$ cat config.mk
export PLATFORM = sky130hd
export DESIGN_NAME = piso_frame_tx
export DESIGN_NICKNAME = d
export VERILOG_FILES = /design/src/rtl/shift_pkg.sv /design/src/rtl/piso_frame_tx_bit_timer.sv /design/src/rtl/piso_frame_tx.sv
export SDC_FILE = /design/constraint.sdc
export NUM_CORES = 1
export LEC_CHECK = 0
export CAP_MARGIN = 10
export CORE_MARGIN = 8
export CORE_UTILIZATION = 45
export DETAILED_ROUTE_END_ITERATION = 7
export PLACE_DENSITY_LB_ADDON = 0.08
export SLEW_MARGIN = 10
export SYNTH_ARGS = -nofsm -noshare
export SYNTH_HDL_FRONTEND = slang
export SYNTH_SLANG_ARGS = --single-unit
$ cat constraint.sdc
create_clock -name clk -period 4.4 [get_ports clk]
set_clock_uncertainty 0.1 [all_clocks]
set_input_delay 0.44 -clock clk [delete_from_list [all_inputs] [get_ports clk]]
set_output_delay 0.44 -clock clk [all_outputs]
set_load 0.02 [all_outputs]
$ cat src/rtl/shift_pkg.sv
// Shared encodings for the serialiser and the downstream universal shift-register datapath.
package shift_pkg;

  typedef enum logic [1:0] {
    SH_HOLD  = 2'b00,
    SH_LEFT  = 2'b01,
    SH_RIGHT = 2'b10,
    SH_LOAD  = 2'b11
  } shift_ctrl_t;

  typedef enum logic [1:0] {
    IDLE  = 2'b00,
    SHIFT = 2'b01,
    GAP   = 2'b10
  } tx_state_t;

endpackage

$ cat src/rtl/piso_frame_tx_bit_timer.sv
// Bit-time divider: counts DIV clocks per serial bit and strobes tick on the last one.
module piso_bit_timer #(
  parameter int DIV = 4,
  parameter int DW  = (DIV > 1) ? $clog2(DIV) : 1
) (
  input  logic clk,
  input  logic reset,
  input  logic clear,
  input  logic en,
  output logic tick
);

  localparam logic [DW-1:0] LAST = DW'(DIV - 1);

  logic [DW-1:0] div_cnt_q;
  logic [DW-1:0] div_cnt_d;

  assign tick = en && (div_cnt_q == LAST);

  // Wraps to zero on the terminal clock so the next bit (or gap) starts aligned.
  always_comb begin
    div_cnt_d = div_cnt_q;
    if (clear) begin
      div_cnt_d = '0;
    end else if (en) begin
      div_cnt_d = tick ? '0 : div_cnt_q + 1'b1;
    end
  end

  always_ff @(posedge clk) begin
    if (reset) begin
      div_cnt_q <= '0;
    end else begin
      div_cnt_q <= div_cnt_d;
    end
  end

endmodule

$ cat src/rtl/piso_frame_tx.sv
// Parallel-in serial-out frame transmitter with valid/ready intake, bit divider and idle gap.
module piso_frame_tx
  import shift_pkg::*;
#(
  parameter int   N        = 8,
  parameter int   DIV      = 4,
  parameter int   GAP_BITS = 1,
  parameter logic IDLE_LVL = 1'b1
) (
  input  logic         clk,
  input  logic         reset,
  input  logic         s_valid,
  output logic         s_ready,
  input  logic [N-1:0] s_data,
  input  logic         s_msb_first,
  output logic         ser_out,
  output logic         ser_en,
  output logic [1:0]   ctrl,
  output logic         busy,
  output logic         done,
  output tx_state_t    dbg_state
);

  // Handshake: a word transfers on a rising edge where s_valid && s_ready;
  // s_ready is high only in IDLE and s_valid is ignored everywhere else.

  localparam int BW = $clog2(N);
  localparam int GW = (GAP_BITS > 1) ? $clog2(GAP_BITS) : 1;
  localparam logic [BW-1:0] BIT_LAST = BW'(N - 1);
  localparam logic [GW-1:0] GAP_LAST = GW'((GAP_BITS > 0) ? GAP_BITS - 1 : 0);

  tx_state_t   state_q, state_d;
  logic [N-1:0]  sreg_q, sreg_d;
  logic          msb_q, msb_d;
  logic [BW-1:0] bit_cnt_q, bit_cnt_d;
  logic [GW-1:0] gap_cnt_q, gap_cnt_d;
  logic          ser_out_q, ser_out_d;
  logic          ser_en_q, ser_en_d;
  shift_ctrl_t   ctrl_q, ctrl_d;
  logic          busy_q, busy_d;
  logic          done_q, done_d;
  logic          s_ready_q, s_ready_d;
  logic          accept;
  logic          tick;

  piso_bit_timer #(.DIV(DIV)) u_bit_timer (
    .clk   (clk),
    .reset (reset),
    .clear (accept),
    .en    (state_q != IDLE),
    .tick  (tick)
  );

  always_comb begin
    state_d   = state_q;
    sreg_d    = sreg_q;
    msb_d     = msb_q;
    bit_cnt_d = bit_cnt_q;
    gap_cnt_d = gap_cnt_q;
    ser_out_d = ser_out_q;
    ser_en_d  = ser_en_q;
    ctrl_d    = SH_HOLD;
    busy_d    = busy_q;
    done_d    = 1'b0;
    s_ready_d = s_ready_q;
    accept    = 1'b0;
    case (state_q)
      IDLE: begin
        if (s_valid && s_ready_q) begin
          accept    = 1'b1;
          sreg_d    = s_data;
          msb_d     = s_msb_first;
          bit_cnt_d = '0;
          gap_cnt_d = '0;
          ctrl_d    = SH_LOAD;
          ser_out_d = s_msb_first ? s_data[N-1] : s_data[0];
          ser_en_d  = 1'b1;
          busy_d    = 1'b1;
          s_ready_d = 1'b0;
          state_d   = SHIFT;
        end
      end
      SHIFT: begin
        if (tick) begin
          if (bit_cnt_q == BIT_LAST) begin
            done_d    = 1'b1;
            ser_out_d = IDLE_LVL;
            ser_en_d  = 1'b0;
            if (GAP_BITS > 0) begin
              state_d = GAP;
            end else begin
              busy_d    = 1'b0;
              s_ready_d = 1'b1;
              state_d   = IDLE;
            end
          end else begin
            bit_cnt_d = bit_cnt_q + 1'b1;
            // ser_out takes the bit that lands at the output end after this shift.
            if (msb_q) begin
              sreg_d    = {sreg_q[N-2:0], 1'b0};
              ser_out_d = sreg_q[N-2];
              ctrl_d    = SH_LEFT;
            end else begin
              sreg_d    = {1'b0, sreg_q[N-1:1]};
              ser_out_d = sreg_q[1];
              ctrl_d    = SH_RIGHT;
            end
          end
        end
      end
      GAP: begin
        if (tick) begin
          if (gap_cnt_q == GAP_LAST) begin
            gap_cnt_d = '0;
            busy_d    = 1'b0;
            s_ready_d = 1'b1;
            state_d   = IDLE;
          end else begin
            gap_cnt_d = gap_cnt_q + 1'b1;
          end
        end
      end
      default: state_d = IDLE;
    endcase
  end

  always_ff @(posedge clk) begin
    if (reset) begin
      state_q   <= IDLE;
      sreg_q    <= '0;
      msb_q     <= 1'b0;
      bit_cnt_q <= '0;
      gap_cnt_q <= '0;
      ser_out_q <= IDLE_LVL;
      ser_en_q  <= 1'b0;
      ctrl_q    <= SH_HOLD;
      busy_q    <= 1'b0;
      done_q    <= 1'b0;
      s_ready_q <= 1'b1;
    end else begin
      state_q   <= state_d;
      sreg_q    <= sreg_d;
      msb_q     <= msb_d;
      bit_cnt_q <= bit_cnt_d;
      gap_cnt_q <= gap_cnt_d;
      ser_out_q <= ser_out_d;
      ser_en_q  <= ser_en_d;
      ctrl_q    <= ctrl_d;
      busy_q    <= busy_d;
      done_q    <= done_d;
      s_ready_q <= s_ready_d;
    end
  end

  assign s_ready   = s_ready_q;
  assign ser_out   = ser_out_q;
  assign ser_en    = ser_en_q;
  assign ctrl      = ctrl_q;
  assign busy      = busy_q;
  assign done      = done_q;
  assign dbg_state = state_q;

endmodule

==> metrics <==
DR vias/cell=5.694; post-placement setup slack=2.150 ns; PostCTS Resize Cnt=0; GRT Total Usage=12.30%; Worst Path Required=3.86 ns; DRT Wirelength=2696 um; flop-to-flop setup slack=2.56 ns; Highest Signal Layer=met4; M1 WL=1281 um; routed vias=1025; fraction of layout cells with a size suffix above 1=8.667%; # nets final=167; Main synth FF type=dfxtp_1; Post-CTS Hold Fix Bufs=0; clock sink total=23; critical path cell sequence=clkdlybuf4s50_1; Worst-Skew Late Latency=0.30 ns; clock tree from TritonCTS=built; CP max FO=16; # fillers=241; Max-slew headroom=56.55%; CTS buffer count=3; area delta synth->final=17.14%; Synth Net Count=151; clock root buffer master=clkbuf_4; setup bufs post-CTS=0; Antenna diodes=0; # port buffers=20; post-layout min period=2.216 ns; final worst slack=2.184 ns; Clock Tree Buf Depth=2; Core ar.=0.002500 sq mm; largest net degree at the start of global routing=19; Buf/Inv on CP=1; worst setup path class=reg -> out; Worst Max-Slew Pin Slew=0.6497 ns; die width=67.42 um; GRT overflow=0; clk slew on worst S/H paths=0.12 ns; met3 wire len=168 um; crit-path max cell delay=0.71 ns; RSZ-0062 raised after global routing=no; yosys warns=0; DP HPWL=1961 um; Starting Density=47.60%; Async S/R FF share, synth=0%; FMAX=0.4514 GHz; max-cap viol count=0; leakage power=0.4883 nW; Setup crit end kind=primary output; DRT iter0 DRCs=36; CP arrival=1.68 ns; # IOs=21; die area=0.004545 sq mm; CP Launch Type=flip-flop; Fin Setup TNS=0 ns; number of synthesized register bits=23; Hold Crit Class=reg -> reg; chip height=67.42 um; Worst VDD drop=196.7 uV; first-pass GRT wire length=4478 um; H-Tree Depth=1; final count of hold timing violations=0; vias in the first global route=971; Post-Syn Instances=135; Synth Area per Inst=8.814 sq um; number of flops mapped to enable cells by yosys=0; DRC=0; crit share post-route=50.35%; max-slew violations=0; Power Density=301.0 mW/mm^2; Placer Congestion=0.8029; initial antenna violation count=0; synth unique cells=35; setup violators final=0; wire length on met2=1229 um; status=complete, no violations; post-synthesis sequential area ratio=38.70%; Pre-antenna DRT Iters=4; antenna viol nets, final=0; CP max-delay cell=clkdlybuf4s50_1; cell area after synthesis=0.001190 sq mm; row count=18; DR WL/cell=14.98 um; CP top delay family=buffers and inverters
## worst paths after layout
path / end / cells after the start / startpoint
min reg2reg: bit_cnt_q[1]$_SDFFE_PP0P_ / 2 / bit_cnt_q[1]$_SDFFE_PP0P_
min: bit_cnt_q[1]$_SDFFE_PP0P_ / 2 / bit_cnt_q[1]$_SDFFE_PP0P_
max reg2reg: sreg_q[1]$_SDFFE_PP0P_ / 5 / bit_cnt_q[0]$_SDFFE_PP0P_
max: dbg_state[1] / 1 / dbg_state[1]$_SDFFE_PP0P_
## cell families (layout without fill, tap and decap cells)
group | after synthesis | count (layout) | share of synthesized area [%]
AOI/OAI and AO/OA | 38 | 38 | 23.03
adders and majority gates | 4 | 4 | 4.206
buffers and inverters | 13 | 28 | 6.308
DFF | 23 | 23 | 38.70
and+or+nand+nor | 57 | 57 | 27.76
## power by group
| group | leakage, nW | internal, mW | switching (mW) |
|---|---|---|---|
| logic | 0.285 | 0.0415 | 0.0439 |
| registers | 0.188 | 0.222 | 0.0149 |
| clock network | 0.0150 | 0.0353 | 0.0621 |
| total | 0.488 | 0.299 | 0.121 |
## routing by layer
| metal | up-vias | global-route usage, % |
|---|---|---|
| met5 | - | 0 |
| met4 | 0 | 4.178 |
| met3 | 2 | 3.477 |
| met2 | 17 | 19.35 |
| met1 | 482 | 15.76 |
| li1 | 524 | - |
## metrics by stage
stage               cells  total power, mW  hold slack (ns)  cell area, sq um  utilization, %
CTS                   180           0.4262           0.3989              1394           55.76
global route          180           0.4462           0.4110              1394           55.76
detailed placement    176           0.3268           0.3790              1368           54.70
global placement      176           0.3259           0.3591              1368           54.70
floorplan             135           0.2976           0.3516              1190               -
finish                180           0.4196           0.3939              1394           55.76
## Yosys cell counts (all sizes together), types with 3 or more instances
cell	number	share of area, %
o32ai	6	5.0
o21ai	5	2.4
nor2	8	2.5
nor2b	9	5.4
nand2b	3	1.6
nor3	4	1.7
a21oi	14	5.9
dfxtp	23	39
ha	4	4.2
nand2	16	5.3
inv	4	1.3
nand3	9	4.2
buf	7	4.4
a211oi	7	4.4
## final cells by class
type	count	area [sq um]	area share (%)
Tap cell	30	37.54	2.693
Inverter	4	15.01	1.077
Sequential cell	23	460.4	33.03
Multi-Input combinational cell	99	654.4	46.95
Clock buffer	4	26.28	1.885
Timing Repair Buffer	20	200.2	14.36
## placed cells by master, fill, tap and decap left out, drive strengths merged, types with 3 or more instances in the layout
master	synthesis	layout
nand2	16	16
nor2b	9	9
clkdlybuf4s50	0	20
a21oi	14	14
nand3	9	9
o32ai	6	6
nor2	8	8
ha	4	4
nor3	4	4
clkbuf	2	4
inv	4	4
o21ai	5	5
dfxtp	23	23
nand2b	3	3
a211oi	7	7
## registers in the layout, indices dropped and copies added (netlist names)
register	cells
sreg_q	8
bit_cnt_q	3
ctrl	2
dbg_state	2
u_bit_timer.div_cnt_q	2
busy	1
done	1
msb_q	1
s_ready	1
ser_en	1
ser_out	1
(Power assumes the default switching activity.)
==> RTL edit, RTL diff (same flow settings) <==
The parameter `N` goes from 8 to 16.
--- a/src/rtl/piso_frame_tx.sv
+++ b/src/rtl/piso_frame_tx.sv
@@ -2,7 +2,7 @@
 module piso_frame_tx
   import shift_pkg::*;
 #(
-  parameter int   N        = 8,
+  parameter int   N        = 16,
   parameter int   DIV      = 4,
   parameter int   GAP_BITS = 1,
   parameter logic IDLE_LVL = 1'b1
Interface: changed (resized s_data); port bits go from 21 to 29. No check against the original RTL was run, so the function may have changed too.
==> RTL edit against the unedited design <==
Combinational power is 45% higher. Via count grew 37%. Synthesized cell count rose by 41%. Design area is 43% higher. Synthesized area is 39% higher. Utilization down 0.52 points. Register-to-register slack worse by 0.40 ns. Count of clock-buffer cells in the layout is 2 higher. Setup slack got worse by 0.027 ns. Sequential cell count increased by 9. Total power up 74%. Wire length increased by 33%. Hold slack worse by 0.020 ns. Critical endpoint is now bit_cnt_q[2]$_SDFFE_PP0P_. Largest cell class unchanged.
==> RTL edit: results (changes against the unedited design) <==
WORST SETUP PATH
-----------------------------------------------------------------------------------------------------------------
Sort of element at the end of the critical path ....................................................     register
Setup slack of the worst register-to-register path .................................................      2.16 ns   -0.40 ns
Family with the most delay on the worst path ....................................................... simple AND/OR/NAND/NOR gates
Worst-path cell with the longest stage delay .......................................................      and2b_1
Critical path fanouts, max .........................................................................           34   +18
Terminus of the critical flop-to-flop path ......................................................... bit_cnt_q[2]$_SDFFE_PP0P_
Start of the worst register-to-register path ....................................................... dbg_state[0]$_SDFFE_PP0P_

YOSYS
-----------------------------------------------------------------------------------------------------------------
Number of distinct standard cells referenced by the synthesized netlist ............................           33   -5.7%
Sequential fraction of the synthesis area ..........................................................        38.7%   about the same
Arithmetic-cell share of the synthesized area counting full adders, half adders and majority gates .        1.51%   -2.7 points
Compound-gate portion of the synthesized area ......................................................        22.5%   -0.49 points
Post-synthesis mux area share ......................................................................        10.3%   +10 points

LAYOUT
-----------------------------------------------------------------------------------------------------------------
Share of final-layout standard cells stronger than drive strength 1 ................................        6.70%   -2.0 points
Multi-input gate area ..............................................................................      896 µm²   +37%
Biggest regs ....................................................................................... sreg_q: 16 flops, bit_cnt_q: 4 flops
Count of non-filler cells in the finished layout ...................................................          257   +43%
Total of fill cells in the finished design .........................................................          348   +44%
Fin nets ...........................................................................................          230   +38%

PWR
-----------------------------------------------------------------------------------------------------------------
Net switching power ................................................................................   0.000192 W   +58%
Leakage component of the power .....................................................................     0.751 nW   +54%

GRT
-----------------------------------------------------------------------------------------------------------------
First-pass GRT wire length .........................................................................      6490 µm   +45%
Pin count of the biggest net entering global routing ...............................................           35   +16

RUN STATUS
-----------------------------------------------------------------------------------------------------------------
Status ............................................................................................. finished, final reports clean

PLACED DESIGN
-----------------------------------------------------------------------------------------------------------------
# placed instances .................................................................................          249   +41%
Number of port buffers .............................................................................           28   +40%
Worst slack at placement ...........................................................................      2.12 ns   -0.0285 ns
DP HPWL ............................................................................................      2450 µm   +25%

ROUTING
-----------------------------------------------------------------------------------------------------------------
DRT Wirelength .....................................................................................      3590 µm   +33%
First-iteration detailed-routing DRC count .........................................................          107   +200%
Total via count in the routed design ...............................................................        1,409   +37%

HOLD PATH
-----------------------------------------------------------------------------------------------------------------
Hold wc startpoint ................................................................................. ser_out$_SDFFE_PP1P_
Hold Path End ...................................................................................... ser_out$_SDFFE_PP1P_

STA
-----------------------------------------------------------------------------------------------------------------
Post-Route Hold Slack ..............................................................................     0.374 ns   -0.0201 ns
Slew of the pin with the lowest slew margin ........................................................      1.19 ns   +0.536 ns

CLOCKING
-----------------------------------------------------------------------------------------------------------------
H-tree lvl count ...................................................................................            2   +1
Root Buffer Master .................................................................................     clkbuf_8
TritonCTS buffer count .............................................................................            5   +2

RTL edit: cell types whose count changed after synthesis, moves of 5 or more:
cell and delta:
a21oi_1 +11, dfxtp_1 +9, mux2i_1 +17, nand2_1 +20, nand3_1 -6, nor2b_1 -8
o211ai_1 +13, o32ai_1 -5
RTL edit: layout make-up:
| type | count | share of cell area, % |
|---|---|---|
| clock inverter | 2 | 1.76 |
| clock buffer | 6 | 3.64 |
| inverter | 2 | 0.377 |
| sequential | 32 | 32.2 |
| tap | 48 | 3.02 |
| timing repair buffer | 28 | 14.1 |
| multi-input combinational | 139 | 45.0 |
RTL edit: per-layer routing:
layer	GRT usage, %	routed length, µm	vias to the layer above
li1	-	-	716
met1	13.8	1560	657
met2	23.2	1790	27
met3	4.95	149	9
met4	5.96	87	0
met5	0	0	-
